--- config.mk ---
export PLATFORM = sky130hd
export DESIGN_NAME = wave_fb_writer
export DESIGN_NICKNAME = d
export VERILOG_FILES = /design/src/rtl/wave_pkg.sv /design/src/rtl/pix_fifo.sv /design/src/rtl/wave_fb_writer.sv
export SDC_FILE = /design/constraint.sdc
export NUM_CORES = 1
export LEC_CHECK = 0
export ABC_CLOCK_PERIOD_IN_PS = 5700
export BUFFER_PORTS_ARGS = -buffer_cell sky130_fd_sc_hd__buf_2
export CAP_MARGIN = 20
export CORE_MARGIN = 1
export CORE_UTILIZATION = 60
export CTS_CLUSTER_DIAMETER = 100
export DETAILED_ROUTE_END_ITERATION = 8
export HOLD_SLACK_MARGIN = 0.15
export PLACE_DENSITY = 0.81
export SETUP_SLACK_MARGIN = 0.02
export SYNTH_ARGS = -nofsm -noshare
export SYNTH_HDL_FRONTEND = slang
export SYNTH_HIERARCHICAL = 1
export SYNTH_SLANG_ARGS = --single-unit
--- constraint.sdc ---
create_clock -name clk_in -period 5.7 [get_ports clk_in]
set_input_delay 0.855 -clock clk_in [delete_from_list [all_inputs] [get_ports clk_in]]
set_output_delay 0.855 -clock clk_in [all_outputs]
set_load 0.01 [all_outputs]
--- src/rtl/wave_pkg.sv ---
// Shared definitions for the wave-distortion frame-buffer path:
// frame geometry, address width derivation, writer FSM states and write record.
package wave_pkg;

   // Active frame geometry shared with the wave-distortion filter
   localparam int unsigned WAVE_WIDTH  = 240;
   localparam int unsigned WAVE_HEIGHT = 320;
   localparam int unsigned PIX_W       = 7;

   // Smallest address width that covers every pixel of a w x h frame
   function automatic int unsigned fb_addr_w(input int unsigned w, input int unsigned h);
      int unsigned cells;
      cells = w * h;
      return (cells <= 1) ? 1 : $clog2(cells);
   endfunction

   localparam int unsigned FB_ADDR_W = fb_addr_w(WAVE_WIDTH, WAVE_HEIGHT);

   // Per-frame writer states
   typedef enum logic [1:0] {
      IDLE  = 2'd0,
      FILL  = 2'd1,
      DRAIN = 2'd2
   } fb_state_t;

   // One queued frame-buffer write
   typedef struct packed {
      logic [FB_ADDR_W-1:0] addr;
      logic [PIX_W-1:0]     data;
   } fb_wr_t;

endpackage

--- src/rtl/pix_fifo.sv ---
// First-word-fall-through FIFO. The head entry is visible on rd_data whenever
// empty is low. A write into a full FIFO is accepted when a read happens in the
// same cycle (the freed slot is the one being written).
module pix_fifo #(
   parameter int unsigned DEPTH = 8,
   parameter type         T     = logic [7:0]
) (
   input  logic                     clk,
   input  logic                     rst,
   input  logic                     wr_en,
   input  T                         wr_data,
   input  logic                     rd_en,
   output T                         rd_data,
   output logic                     full,
   output logic                     empty,
   output logic [$clog2(DEPTH):0]   count
);

   localparam int unsigned AW = $clog2(DEPTH);
   localparam int unsigned CW = AW + 1;

   T               mem_q [DEPTH];
   logic [AW-1:0]  wr_ptr_q, rd_ptr_q;
   logic [CW-1:0]  count_q;
   logic           do_rd, do_wr;

   assign full    = (count_q == CW'(DEPTH));
   assign empty   = (count_q == '0);
   assign count   = count_q;
   assign rd_data = mem_q[rd_ptr_q];

   assign do_rd = rd_en && !empty;
   assign do_wr = wr_en && (!full || do_rd);

   // Storage array; no reset needed since contents are only observed when not empty
   always_ff @(posedge clk) begin
      if (do_wr) begin
         mem_q[wr_ptr_q] <= wr_data;
      end
   end

   // Pointer and occupancy tracking; depth is a power of two so pointers wrap naturally
   always_ff @(posedge clk or posedge rst) begin
      if (rst) begin
         wr_ptr_q <= '0;
         rd_ptr_q <= '0;
         count_q  <= '0;
      end else begin
         if (do_wr) begin
            wr_ptr_q <= wr_ptr_q + AW'(1);
         end
         if (do_rd) begin
            rd_ptr_q <= rd_ptr_q + AW'(1);
         end
         case ({do_wr, do_rd})
            2'b10:   count_q <= count_q + CW'(1);
            2'b01:   count_q <= count_q - CW'(1);
            default: count_q <= count_q;
         endcase
      end
   end

endmodule

--- src/rtl/wave_fb_writer.sv ---
// Scatter-write stage behind the wave-distortion filter. Bounds-checks each
// remapped pixel, converts it to a linear frame-buffer address, queues it and
// drains the queue into one BRAM write port with a valid/ready handshake.
module wave_fb_writer
   import wave_pkg::*;
#(
   parameter int unsigned WIDTH      = WAVE_WIDTH,
   parameter int unsigned HEIGHT     = WAVE_HEIGHT,
   parameter int unsigned FIFO_DEPTH = 8,
   parameter int unsigned ADDR_W     = FB_ADDR_W
) (
   input  logic              clk_in,
   input  logic              rst_in,
   input  logic              data_valid_in,
   input  logic [10:0]       hcount_in,
   input  logic [9:0]        vcount_in,
   input  logic [6:0]        pixel_in,
   input  logic              frame_start_in,
   input  logic              frame_end_in,
   input  logic              mem_ready_in,
   output logic              mem_we_out,
   output logic [ADDR_W-1:0] mem_addr_out,
   output logic [6:0]        mem_data_out,
   output logic [15:0]       drop_count_out,
   output logic              frame_done_out,
   output logic              busy_out
);

   localparam int unsigned CW = $clog2(FIFO_DEPTH) + 1;

   fb_state_t     state_q, state_d;
   logic          sa_valid_q, sa_valid_d;
   fb_wr_t        sa_q, sa_d;
   logic [15:0]   drop_q, drop_d;
   logic          done_q, done_d;

   fb_wr_t        fifo_head;
   logic          fifo_full, fifo_empty;
   logic [CW-1:0] fifo_count;

   logic          in_range;
   logic          pop;
   logic          drop;
   logic          start_acc;
   logic          fifo_drained;

   assign in_range  = (32'(hcount_in) < WIDTH) && (32'(vcount_in) < HEIGHT);
   assign pop       = !fifo_empty && mem_ready_in;
   assign drop      = sa_valid_q && fifo_full && !pop;
   assign start_acc = (state_q == IDLE) && frame_start_in;

   // True when the FIFO is empty after this cycle's pop (Stage A checked separately)
   assign fifo_drained = fifo_empty || ((fifo_count == CW'(1)) && pop);

   // Stage A: capture an in-range pixel during FILL and form its linear address
   always_comb begin
      sa_valid_d = (state_q == FILL) && data_valid_in && in_range;
      sa_d       = sa_q;
      if (sa_valid_d) begin
         sa_d.addr = FB_ADDR_W'(ADDR_W'(32'(vcount_in) * WIDTH + 32'(hcount_in)));
         sa_d.data = pixel_in;
      end
   end

   // Frame bracketing; DRAIN exits in the cycle of the last pop so done and
   // busy-low appear together in the following cycle
   always_comb begin
      state_d = state_q;
      done_d  = 1'b0;
      case (state_q)
         IDLE: begin
            if (frame_start_in) begin
               state_d = FILL;
            end
         end
         FILL: begin
            if (frame_end_in) begin
               state_d = DRAIN;
            end
         end
         DRAIN: begin
            if (!sa_valid_q && fifo_drained) begin
               state_d = IDLE;
               done_d  = 1'b1;
            end
         end
         default: state_d = IDLE;
      endcase
   end

   // Overflow drop counter: cleared by an accepted frame start, saturating otherwise
   always_comb begin
      drop_d = drop_q;
      if (start_acc) begin
         drop_d = drop ? 16'd1 : 16'd0;
      end else if (drop && (drop_q != '1)) begin
         drop_d = drop_q + 16'd1;
      end
   end

   // State, Stage A, drop counter and done pulse registers
   always_ff @(posedge clk_in or posedge rst_in) begin
      if (rst_in) begin
         state_q    <= IDLE;
         sa_valid_q <= 1'b0;
         sa_q       <= '0;
         drop_q     <= '0;
         done_q     <= 1'b0;
      end else begin
         state_q    <= state_d;
         sa_valid_q <= sa_valid_d;
         sa_q       <= sa_d;
         drop_q     <= drop_d;
         done_q     <= done_d;
      end
   end

   pix_fifo #(
      .DEPTH (FIFO_DEPTH),
      .T     (fb_wr_t)
   ) u_fifo (
      .clk     (clk_in),
      .rst     (rst_in),
      .wr_en   (sa_valid_q),
      .wr_data (sa_q),
      .rd_en   (mem_ready_in),
      .rd_data (fifo_head),
      .full    (fifo_full),
      .empty   (fifo_empty),
      .count   (fifo_count)
   );

   assign mem_we_out     = !fifo_empty;
   assign mem_addr_out   = mem_we_out ? ADDR_W'(fifo_head.addr) : '0;
   assign mem_data_out   = mem_we_out ? fifo_head.data : '0;
   assign drop_count_out = drop_q;
   assign frame_done_out = done_q;
   assign busy_out       = (state_q != IDLE);

endmodule

==> After elaboration in Yosys (flattened, before gate mapping) <==
Memories as Yosys holds them, arrays and structs flattened.
Cells that the tools add are included.
{ "word_totals": {"register_bits": 54, "mem_bits_rw": 192, "in_bits": 34, "output_inout_bits": 43, "wordCells": 66, "memories": 1} }
{ "mem_list": {"columns": ["name", "depth", "word_bits", "read_ports", "rd_ports_with_merged_regs", "wr", "line", "source"], "rows": [
  ["u_fifo.mem_q", 8, 24, 1, 0, 1, "pix_fifo.sv:22", "T mem_q [DEPTH];"]
]} }
{ "classes": {"n_addsub": 6, "multipliers": 1, "order_cmp": 2, "eq_ne": 10, "mux": 14, "reduce_logical": 23} }
{ "ops": {"columns": ["cell", "n"], "rows": [
  ["$mux 16", 2],
  ["$add 17x11->17", 1],
  ["$mux 17", 1],
  ["$add 16x1->16 const B", 1],
  ["$ne 16x16->1 const B", 1],
  ["$mul 10x4->13 const B", 1],
  ["$logic_and 1x1->1", 11],
  ["$lt 11x8->1 const B", 1],
  ["$lt 10x9->1 const B", 1],
  ["$pmux 4 s2", 1],
  ["$mux 7", 1],
  ["$add 3x1->3 const B", 2],
  ["$mux 2", 3],
  ["$ne 2x2->1 const B", 3],
  ["$pmux 2 s3", 1],
  ["$reduce_bool 2->1", 3],
  ["$mux 1", 5],
  ["$add 4x1->4 const B", 1],
  ["$eq 2x1->1 const B", 2],
  ["$eq 2x2->1 const B", 2],
  ["$eq 4x1->1 const B", 1],
  ["$eq 4x4->1 const B", 1],
  ["$logic_not 1->1", 4],
  ["$logic_not 4->1", 1],
  ["other kinds (4)", 5]
]} }

==> Logic depth before layout (Yosys ltp) <==
Gate-level depths: netlist (run 1).
{ "logic_depth": {"ltp_word": 8, "depth_mapped": 16, "depth_no_buf": 16} }

==> Modules after synthesis <==
Netlist (run 1), hierarchy kept.
{ "modules_own_cells": {"columns": ["mod", "n_inst", "cells_each", "area_per_inst_um2"], "rows": [
  ["pix_fifo", 1, 350, 7927.6],
  ["wave_fb_writer", 1, 390, 3409.5]
]} }

==> Worst setup path before layout (run 1) <==
No wires, ideal clock.
{ "synth_timing": {"path_type": "input -> register", "startpoint": "input vcount_in[3]", "endpoint": "register sa_q[23] (netlist bit)", "arrival_time_ns": 3.924, "required_time_ns": 5.615, "setup_slack_ns": 1.692, "cell_stages": 16, "path_buffers": 0, "cell_sequence": "inv_1 fa_1 fa_1 inv_1 ha_1 nor2b_1 o21a_1 nor2_1 xnor2_1 ha_1 o21a_1 o31ai_1 a21oi_1 nand4_1 xnor2_1 o21ai_0"} }
{ "synth_via": {"elab_chain_len": 3, "elab_cells_between_ends": 5, "classes_between": "add/sub: 1; mul: 1; order compare: 1; reduce/logical: 2"} }
{ "synth_rtl": {"columns": ["element", "line", "source"], "rows": [
  ["start, declared", "wave_fb_writer.sv:16", "input logic [9:0] vcount_in,"],
  ["branches (longest 3 deep; another with $add 17x11->17)", null, null],
  ["end signal, assigned", "wave_fb_writer.sv:106", "sa_q <= '0;"],
  ["end signal, assigned", "wave_fb_writer.sv:112", "sa_q <= sa_d;"],
  ["end, declared", "wave_fb_writer.sv:33", "fb_wr_t sa_q, sa_d;"]
]} }
Several ways; the timed one is not identified.
A chain may end at the register's enable or synchronous reset.

==> metrics, run 1 <==
CTS H-tree depth=1; num rows=49; Async SR Flop Fraction=0.220; Comb pwr share=0.303; area leader, netlist=edfxtp_1; slew margin rel.=0.359; PortBufs=76; Final Skew=0.0230 ns; max-slew violations=0; Post-synth EDFFs=192; remaining global-route overflow=0; Hold Vio Cnt, Final=0; Critical Path RT=4.85 ns; Initial Utilization=0.621; CP max FO=28; die width=139 um; detailed-route wire length per cell=20.7 um; clk sinks=246; GRT Overall Usage=0.240; Reg2Reg Capture Point=drop_count_out[9]$_DFFE_PP0P_; initial antenna violation count=0; routability cong.=0.831; Main synth FF type=edfxtp_1; outcome=finished clean; 1st-iter DRT viols=393; CP top delay family=multiplexers; RSZ-0062 raised after global routing=false; synth warn=6; final core utilization=0.699; Post-Syn Area=0.0113 sq mm; DR pass1 iterations=4; pwr dens=452 mW/mm^2; die area=0.0194 sq mm; Static Leak=0.00495 uW; flops & latches, synth=246; pin count of the biggest net entering global routing=45; Switch Pwr=1750 uW; post-route ant nets=0; # hold bufs at CTS=0; vias in the first global route=6,821; worst path cell trace=buf_4 > mux4_2 > mux2_4 > and2b_2 > buf_2; CP Class=reg2out; post-CTS resize count=0; Setup Buffers After CTS=0; die height=139 um; first-pass GRT wire length=35,500 um; top cell type's share of synthesized area=0.509; cts bufs inserted=24; Top Ports=77; Mapped Cells=740; CP Capture Type=output pin; Multi-input gate area=0.00394 sq mm; Worst Tran Pin Value=0.959 ns; core region area=0.0183 sq mm; Avg Inst Size Synth=15.3 sq um; # nets final=908; worst-skew pair later-pin latency=0.52 ns; layout cells sized above 1=0.264; Setup-failing EPs final=0; Max Buffers Root-to-Sink=3; Area growth, synth to finish=12.6%; total vias in the final route=6,341; via/cell ratio=5.91; Fill cells=1,185; fin crit share=0.707; Antenna diodes=0; R2R setup slack=2.80 ns; area occupied by registers=0.00712 sq mm; CTS tree=yes; Pint=4030 uW; CP peak stage delay=0.85 ns; Net Sw Frac=0.303; reg-to-reg startpoint=u_fifo/count[0]$_DFFE_PP0P_; Final min period=4.03 ns; sequential share of power=0.436; Critical Path Source Type=flop; # DRC=0; DRT Wirelength=22,200 um; f_max=248 MHz; Detailed Place HPWL=13,600 um; WP buf/inv=2; synth unique cells=57; clock-pin slew on the worst setup and hold paths=0.06 ns; Worst IR Drop VDD=216 uV; CTS root buffer=clkbuf_16; worst reg2reg path depth=7; max-cap violation count=0; Hold WC Path Type=in2async; Setup TNS Final=0 ns; CP max stage cell=dfrtp_2; synth top area cells=edfxtp_1 51%, dfrtp_1 12%, mux4_2 9.5%; Worst EP arrival=3.18 ns; register area share after synthesis=0.628; Clock Power Share=0.262; Syn Nets=822
[synthesized netlist by cell type (3+ instances only)]
library cell  instances
edfxtp_1            192
nand2_1              76
inv_1                55
dfrtp_1              54
mux4_2               48
nor2_1               33
ha_1                 29
nor2b_1              23
o21ai_0              23
xnor2_1              23
fa_1                 19
mux2_2               18
a21oi_1              15
xor2_1               11
clkbuf_1             10
mux2_4               10
buf_2                 8
nand3_1               8
a211oi_1              6
nand4_1               6
nor3_1                6
or3_1                 6
a31oi_1               5
nand2b_1              5
and2b_2               4
or2_2                 4
a21o_1                3
and3_1                3
o21a_1                3
[layer usage]
layer	track usage	up-vias	wire, um
met5	0	-	0
met4	0.0719	0	376
met3	0.0289	27	1370
met2	0.425	228	11300
met1	0.313	3192	9100
li1	-	2894	-
[cell families after synthesis]
logic type | Yosys count | synth area share
DFF | 246 | 0.628
and+or+nand+nor | 183 | 0.0785
buffers and inverters | 78 | 0.0302
muxes | 78 | 0.128
AOI/OAI and AO/OA | 73 | 0.0435
xor gates and xnor gates | 34 | 0.0263
adders and majority gates | 48 | 0.0656
[through the flow]
step / power (uW) / instances / instance area, sq um / hold slack (ns) / setup WS (ns)
6_report: 5770 / 1073 / 12800 / 0.324 / 1.67
5_1_grt: 6070 / 1073 / 12800 / 0.333 / 1.43
4_1_cts: 5810 / 1072 / 12700 / 0.362 / 1.59
3_5_place_dp: 4290 / 1028 / 12000 / 0.500 / 1.30
3_3_place_gp: 4190 / 1027 / 12000 / 0.498 / 1.45
2_1_floorplan: 3830 / 740 / 11300 / 0.458 / 1.69
[flip-flops by register name, summed over array words and instances, names as in the netlist]
signal / cells
frame_done_out: 1
drop_count_out: 16
u_fifo/mem_q: 192
sa_valid_q: 1
sa_q: 24
u_fifo/count: 4
u_fifo/rd_ptr_q: 3
u_fifo/wr_ptr_q: 3
state_q: 2
[power by group through the flow]
stage	sequential (uW)	combinational, uW	clock [uW]
global placement	2550	1640	0
finish	2510	1750	1510
detailed placement	2550	1750	0
CTS	2520	1760	1540
global route	2550	1910	1600
floorplan	2350	1480	0
[cell type report]
cell class                      count  area share
Multi-Input combinational cell    416       0.308
Timing Repair Buffer               83      0.0359
Clock buffer                       38      0.0546
Sequential cell                   246       0.558
Tap cell                          229      0.0224
Clock inverter                      6     0.00500
Inverter                           55      0.0162
[how the worst max path moves through the flow]
stage / start / to / depth (start not counted)
finish: u_fifo/rd_ptr_q[0]$_DFFE_PP0N_ / mem_addr_out[1] / 5
global route: u_fifo/rd_ptr_q[0]$_DFFE_PP0N_ / mem_addr_out[1] / 5
CTS: u_fifo/rd_ptr_q[0]$_DFFE_PP0N_ / mem_addr_out[7] / 5
detailed placement: vcount_in[3] / sa_q[23]$_DFFE_PP0P_ / 17
global placement: vcount_in[3] / sa_q[23]$_DFFE_PP0P_ / 17
floorplan: vcount_in[3] / sa_q[23]$_DFFE_PP0P_ / 16
[cell usage in the layout, fill, tap and decap left out, drive strengths merged, types with 7 or more instances in the layout]
master  instances
edfxtp        192
buf            83
nand2          76
inv            55
dfrtp          54
mux4           48
clkbuf         38
nor2           33
ha             29
mux2           28
o21ai          24
xnor2          23
nor2b          23
fa             19
a21oi          15
xor2           11
nand3           8
nand4           7
nor3            7
[worst reg2reg max path, stage by stage (launching register included)]
cell	delay (ns)
dfrtp_1	0.41
or3_1	0.57
nor2_2	0.31
o211ai_2	0.19
or3_1	0.44
a311o_2	0.44
or3_1	0.32
a21oi_1	0.15
No activity file was read; power rests on OpenSTA's default activity.
==> run 2, diff against run 1 <==
--- a/config.mk
+++ b/config.mk
@@ -5,15 +5,15 @@
 export SDC_FILE = /design/constraint.sdc
 export NUM_CORES = 1
 export LEC_CHECK = 0
-export ABC_CLOCK_PERIOD_IN_PS = 5700
+export ABC_CLOCK_PERIOD_IN_PS = 3700
 export BUFFER_PORTS_ARGS = -buffer_cell sky130_fd_sc_hd__buf_2
 export CAP_MARGIN = 20
 export CORE_MARGIN = 1
-export CORE_UTILIZATION = 60
+export CORE_UTILIZATION = 55
 export CTS_CLUSTER_DIAMETER = 100
 export DETAILED_ROUTE_END_ITERATION = 8
 export HOLD_SLACK_MARGIN = 0.15
-export PLACE_DENSITY = 0.81
+export PLACE_DENSITY = 0.78
 export SETUP_SLACK_MARGIN = 0.02
 export SYNTH_ARGS = -nofsm -noshare
 export SYNTH_HDL_FRONTEND = slang
==> constraint.sdc (replaced) <==
create_clock -name clk_in -period 3.7 [get_ports clk_in]
set_input_delay 0.555 -clock clk_in [delete_from_list [all_inputs] [get_ports clk_in]]
set_output_delay 0.555 -clock clk_in [all_outputs]
set_load 0.01 [all_outputs]
==> metrics, run 2 (synthesis results as in run 1) <==
outcome=finished clean; Worst Tran Pin Value=0.779 ns (-0.180 ns); core region area=0.0202 sq mm (+11%); Post-Place Cells=1,111 (+8.1%); hold depth=2; commonest non-fill, non-tap cell in the layout=edfxtp_1; cts bufs inserted=24 (unchanged); Setup-failing EPs final=0 (unchanged); 1st-iter DRT viols=398 (+1.3%); Hold Startpoint=frame_end_in; max-cap violation count=0 (unchanged); Initial Utilization=0.560 (-0.0602); placed cell area=0.0124 sq mm (+3.2%); fin crit share=0.942; CTS root buffer=clkbuf_16; Setup TNS Final=0 ns (unchanged); Reg2Reg Capture Point=drop_count_out[9]$_DFFE_PP0P_; # DRC=0 (unchanged); Critical Path Source Type=primary input; total vias in the final route=6,380 (+0.62%); CP Class=in2reg; CTS tree=yes; via/cell ratio=5.52 (-6.6%); pre-CTS WS=-0.284 ns (-1.58 ns); commonest cells after routing, fill and taps aside=192 x edfxtp_1, 76 x nand2_1, 76 x buf_2; Max Buffers Root-to-Sink=3 (unchanged); DRT Wirelength=22,100 um (-0.41%); Static Leak=0.00517 uW (+4.5%); Biggest register=u_fifo/mem_q; f_max=287 MHz; post-route ant nets=0 (unchanged); Final Instance Area=0.0132 sq mm (+3.1%); CTS H-tree depth=1 (unchanged); GRT Overall Usage=0.217 (-0.0235); routability cong.=0.807 (-2.9%); clock-pin slew on the worst setup and hold paths=0.06 ns (about the same); Non-Filler Instances=1,156 (+7.7%); Largest register FFs=192 (unchanged); Final Skew=0.00968 ns (-0.0134 ns); Hold Vio Cnt, Final=0 (unchanged); # nets final=950 (+4.6%); max-slew violations=0 (unchanged); die width=146 um (+4.4%); Final min period=3.49 ns; Top Ports=77 (unchanged); Worst Setup Slack, final=0.215 ns (-1.45 ns); RSZ-0062 raised after global routing=false; worst-skew pair later-pin latency=0.51 ns (about the same); Worst EP arrival=3.85 ns (+0.67 ns); worst reg2reg path depth=7 (unchanged); pin count of the biggest net entering global routing=36 (-20%); PortBufs=76 (unchanged); CP Capture Type=flop; slew margin rel.=0.480 (+0.121); die height=146 um (+4.4%); pwr dens=695 mW/mm^2 (+54%); die area=0.0212 sq mm (+9.0%); post-CTS resize count=0 (unchanged); layout cells sized above 1=0.302 (+0.0375); smallest hold slack=0.236 ns (-0.0877 ns); Worst IR Drop VDD=364 uV (+68%); first-pass GRT wire length=35,300 um (-0.76%); DR pass1 iterations=5 (+1); Detailed Place HPWL=13,600 um (-0.12%); Area growth, synth to finish=16.1%; reg-to-reg startpoint=u_fifo/count[1]$_DFFE_PP0P_; remaining global-route overflow=0 (unchanged); detailed-route wire length per cell=19.1 um (-7.6%); R2R setup slack=0.95 ns (-1.85 ns); Setup Buffers After CTS=0 (unchanged); clk sinks=246 (unchanged); CP max FO=4 (-86%); # hold bufs at CTS=1 (+1); vias in the first global route=6,626 (-2.9%); WHS Endpoint=state_q[0]$_DFFE_PP0P_; Critical Path RT=4.06 ns (-0.79 ns); Hold WC Path Type=in2reg; initial antenna violation count=0 (unchanged); num rows=52 (+6.1%)
==> run 2: layout make-up <==
class	instances	area, sq um
flip-flops and latches	246	7120
fillers	1428	7080
multi-input cells	416	3910
repair buffers	125	801
clock buffers	31	668
well taps	270	338
inverters	55	210
clock inverters	12	113
diodes	1	2.50
==> run 2: worst max path at each step <==
| stage | startpoint | depth (start not counted) | slack (ns) | to |
|---|---|---|---|---|
| floorplan | vcount_in[0] | 15 | 0.03 | sa_q[22]$_DFFE_PP0P_ |
| global placement | vcount_in[0] | 16 | -0.17 | sa_q[22]$_DFFE_PP0P_ |
| detailed placement | vcount_in[0] | 16 | -0.28 | sa_q[22]$_DFFE_PP0P_ |
| CTS | vcount_in[0] | 16 | 0.22 | sa_q[22]$_DFFE_PP0P_ |
| global route | vcount_in[0] | 16 | 0.09 | sa_q[22]$_DFFE_PP0P_ |
| finish | vcount_in[0] | 16 | 0.21 | sa_q[22]$_DFFE_PP0P_ |
==> run 2: stage by stage <==
step                       util  total power, uW
after global routing      0.650             9620
after global placement    0.611             6720
after CTS                 0.650             9220
after detailed placement  0.611             6810
final                     0.650             9140
after floorplan               -             5890
==> run 2: report_power, final <==
group / switching, uW / internal (uW)
Combinational: 1300 / 1620
Sequential: 455 / 3380
Clock: 974 / 1410
==> run 2: worst max-delay path: stages <==
cell,delay (ns)
buf_2,0.12
fa_1,0.56
inv_1,0.06
fa_1,0.51
inv_1,0.06
ha_1,0.28
a21o_1,0.15
a21oi_1,0.18
xnor2_1,0.09
ha_1,0.22
or3_1,0.37
a31oi_1,0.23
nor2_1,0.09
nand3_1,0.10
xor2_1,0.15
o21ai_0,0.11
==> run 2: per-layer routing <==
layer  up-vias  wire length (um)  track usage
met5         -                 0            0
met4         0               455       0.0563
met3        39               994       0.0235
met2       179             11200        0.376
met1      3178              9470        0.294
li1       2984                 -            -
==> run 3, diff against run 2 <==
--- a/config.mk
+++ b/config.mk
@@ -5,6 +5,7 @@
 export SDC_FILE = /design/constraint.sdc
 export NUM_CORES = 1
 export LEC_CHECK = 0
+export ABC_AREA = 1
 export ABC_CLOCK_PERIOD_IN_PS = 3700
 export BUFFER_PORTS_ARGS = -buffer_cell sky130_fd_sc_hd__buf_2
 export CAP_MARGIN = 20
@@ -12,6 +13,7 @@
 export CORE_UTILIZATION = 55
 export CTS_CLUSTER_DIAMETER = 100
 export DETAILED_ROUTE_END_ITERATION = 8
+export GPL_ROUTABILITY_DRIVEN = 0
 export HOLD_SLACK_MARGIN = 0.15
 export PLACE_DENSITY = 0.78
 export SETUP_SLACK_MARGIN = 0.02
==> metrics, run 3 <==
post-CTS resize count=0 (unchanged); worst path cell trace=buf_4 > o21ai_0 > o22ai_1 > nand2_1 > nand2_1 > inv_1 > nor2_1 > buf_2; most used cell, CP=nand2_1; CTS root buffer=clkbuf_16; placed cell area=0.0127 sq mm (+2.4%); Setup Buffers After CTS=0 (unchanged); Top Ports=77 (unchanged); Setup-failing EPs final=0 (unchanged); # nets final=1,321 (+39%); f_max=295 MHz (+2.9%); slew margin rel.=0.463 (-0.0171); Critical Path RT=3.14 ns (-0.92 ns); die area=0.0223 sq mm (+5.2%); DR pass1 iterations=5 (unchanged); CP Class=reg2out; Fill cells=1,633 (+14%); clk sinks=246 (unchanged); Post-Syn Area=0.0119 sq mm (+5.2%); commonest non-fill, non-tap cell in the layout=nand2_1; Mapped Cells=1,145 (+55%); post-route ant nets=0 (unchanged); synth unique cells=46 (-19%); synth warn=6 (unchanged); Critical Path Source Type=flop; Synth Area in Compound Gates=0.0765 (+0.0330); # DRC=0 (unchanged); GRT Overall Usage=0.227 (+0.0101); Worst EP arrival=2.83 ns (-1.02 ns); Clock Power Share=0.252 (-0.009); Max Buffers Root-to-Sink=3 (unchanged); Detailed Place HPWL=15,200 um (+12%); Worst setup startpoint=u_fifo/rd_ptr_q[0]$_DFFE_PP0N_; Hold Vio Cnt, Final=0 (unchanged); Syn Nets=1,227 (+49%); Final Skew=0.0169 ns (+0.00723 ns); CP max FO=64 (+60); commonest cells after routing, fill and taps aside=230 x nand2_1, 192 x edfxtp_1, 143 x nor2_1; initial antenna violation count=0 (unchanged); total vias in the final route=8,246 (+29%); via/cell ratio=5.38 (-2.5%); Worst Tran Pin Value=0.806 ns (+0.0267 ns); first-pass GRT wire length=39,000 um (+11%); Hold Startpoint=pixel_in[2]; CP Capture Type=output pin; Worst IR Drop VDD=363 uV (-0.31%); CTS tree=yes; fin crit share=0.915 (-0.0267); flops & latches, synth=246 (unchanged); die width=149 um (+2.5%); max-cap violation count=0 (unchanged); Biggest register=u_fifo/mem_q; CTS H-tree depth=1 (unchanged); DRT Wirelength=24,300 um (+10%); PortBufs=76 (unchanged); Post-synth EDFFs=192 (unchanged); layout cells sized above 1=0.150 (-0.151); mux cell area share after synthesis=0.0211 (-0.107); Area growth, synth to finish=13.1%; Setup TNS Final=0 ns (unchanged); sequential share of power=0.401 (-0.018); num rows=53 (+1.9%); Comb pwr share=0.347 (+0.027); area occupied by registers=0.00712 sq mm (unchanged); smallest hold slack=0.244 ns (+0.00812 ns); vias in the first global route=7,841 (+18%); cts bufs inserted=24 (unchanged); Pint=6060 uW (-5.5%); Async SR Flop Fraction=0.220 (unchanged); die height=149 um (+2.5%); Multi-input gate area=0.00405 sq mm (+3.8%); outcome=finished clean; register area share after synthesis=0.597 (-0.0312); top cells by count, synth=230 x nand2_1, 192 x edfxtp_1, 147 x nor2_1; main combinational cell family by area after synthesis=simple AND/OR/NAND/NOR gates; Adder-Cell Fraction of Synth Area=0.0623 (-0.00326); post-synthesis simple-gate area fraction=0.164 (+0.0858); worst-skew pair later-pin latency=0.52 ns (about the same); reg-to-reg startpoint=state_q[1]$_DFFE_PP0P_; most frequent cell after synthesis=nand2_1; XOR/XNOR share of the synthesized area=0.0132 (-0.0131); Largest register FFs=192 (unchanged); RSZ-0062 raised after global routing=false; Main synth FF type=edfxtp_1; Net Sw Frac=0.360 (+0.0611); Final Instance Area=0.0135 sq mm (+2.5%); Antenna diodes=0 (-1); detailed-route wire length per cell=15.9 um (-17%); Avg Inst Size Synth=10.4 sq um (-32%); Switch Pwr=3400 uW (+25%); Hold WC Path Type=in2reg; area leader, netlist=edfxtp_1; top cell type's share of synthesized area=0.483 (-0.0253); pin count of the biggest net entering global routing=65 (+81%); core region area=0.0212 sq mm (+4.5%); synth top area cells=edfxtp_1 48%, dfrtp_1 11%, nand2_1 7.2%; Final min period=3.39 ns (-0.0986 ns); Initial Utilization=0.564 (+0.00368); clock-pin slew on the worst setup and hold paths=0.06 ns (about the same); max-slew violations=0 (unchanged); CP max stage cell=dfrtp_4; CP peak stage delay=0.69 ns (+0.13 ns); 1st-iter DRT viols=687 (+73%); remaining global-route overflow=0 (unchanged); pwr dens=701 mW/mm^2 (+0.95%); Static Leak=0.00582 uW (+13%)
-- run 3: timing repair --
action | in CTS | in global routing
endpoints found under the setup margin | 0 | 0
hold buffers | 1 | 0
hold endpoints to repair | 10 | 0
-- run 3: path summary, 6_finish.rpt --
check                                            to  slack (ns)  cells after the start
min in group asynchronous       sa_q[4]$_DFFE_PP0P_        0.58                      3
hold reg to reg            frame_done_out$_DFF_PP0_        0.56                      1
max in group asynchronous      sa_q[20]$_DFFE_PP0P_        2.61                      4
hold / removal                  sa_q[2]$_DFFE_PP0P_        0.24                      3
setup reg to reg               sa_q[18]$_DFFE_PP0P_        1.58                      7
setup / recovery                   mem_addr_out[16]        0.31                      8
-- run 3: per-layer routing --
metal	global-route usage	up-vias	wire length, um
li1	-	4031	-
met1	0.294	3893	10100
met2	0.403	284	12200
met3	0.0269	38	1570
met4	0.0577	0	403
met5	0	-	0
-- run 3: critical path, delay by kind of cell, from the launching register on --
kind	cells	cell delay [ns]
flops	1	0.69
buf+inv	3	0.88
simple gates	3	0.30
compound gates	2	0.41
-- run 3: cells by family (layout without fill, tap and decap cells) --
group,count (synthesis),count (layout)
compound gates,169,169
xor+xnor,18,18
fa+ha+maj,48,48
buf+inv,174,286
flops,246,246
mux,25,25
simple gates,465,465
-- run 3: power by group through the flow --
stage / logic, uW / clock network, uW / registers, uW
final: 3290 / 2380 / 3790
after global routing: 3740 / 2510 / 3840
after CTS: 3300 / 2410 / 3790
after detailed placement: 3270 / 0 / 3840
after global placement: 3170 / 0 / 3820
after floorplan: 2600 / 0 / 3600
-- run 3: layout make-up --
class	count	share of cell area
inverters	131	0.0365
well taps	275	0.0255
flip-flops and latches	246	0.528
multi-input cells	725	0.301
repair buffers	111	0.0506
clock buffers	32	0.0497
clock inverters	12	0.00909
-- run 3: metrics by stage --
step | std cells | util | setup slack (ns) | total power [uW]
after CTS | 1531 | 0.637 | 0.350 | 9500
after global placement | 1486 | 0.599 | -0.00611 | 6990
after detailed placement | 1486 | 0.599 | -0.126 | 7110
after global routing | 1532 | 0.638 | 0.0650 | 10100
final | 1532 | 0.638 | 0.314 | 9460
after floorplan | 1145 | - | 0.0629 | 6190
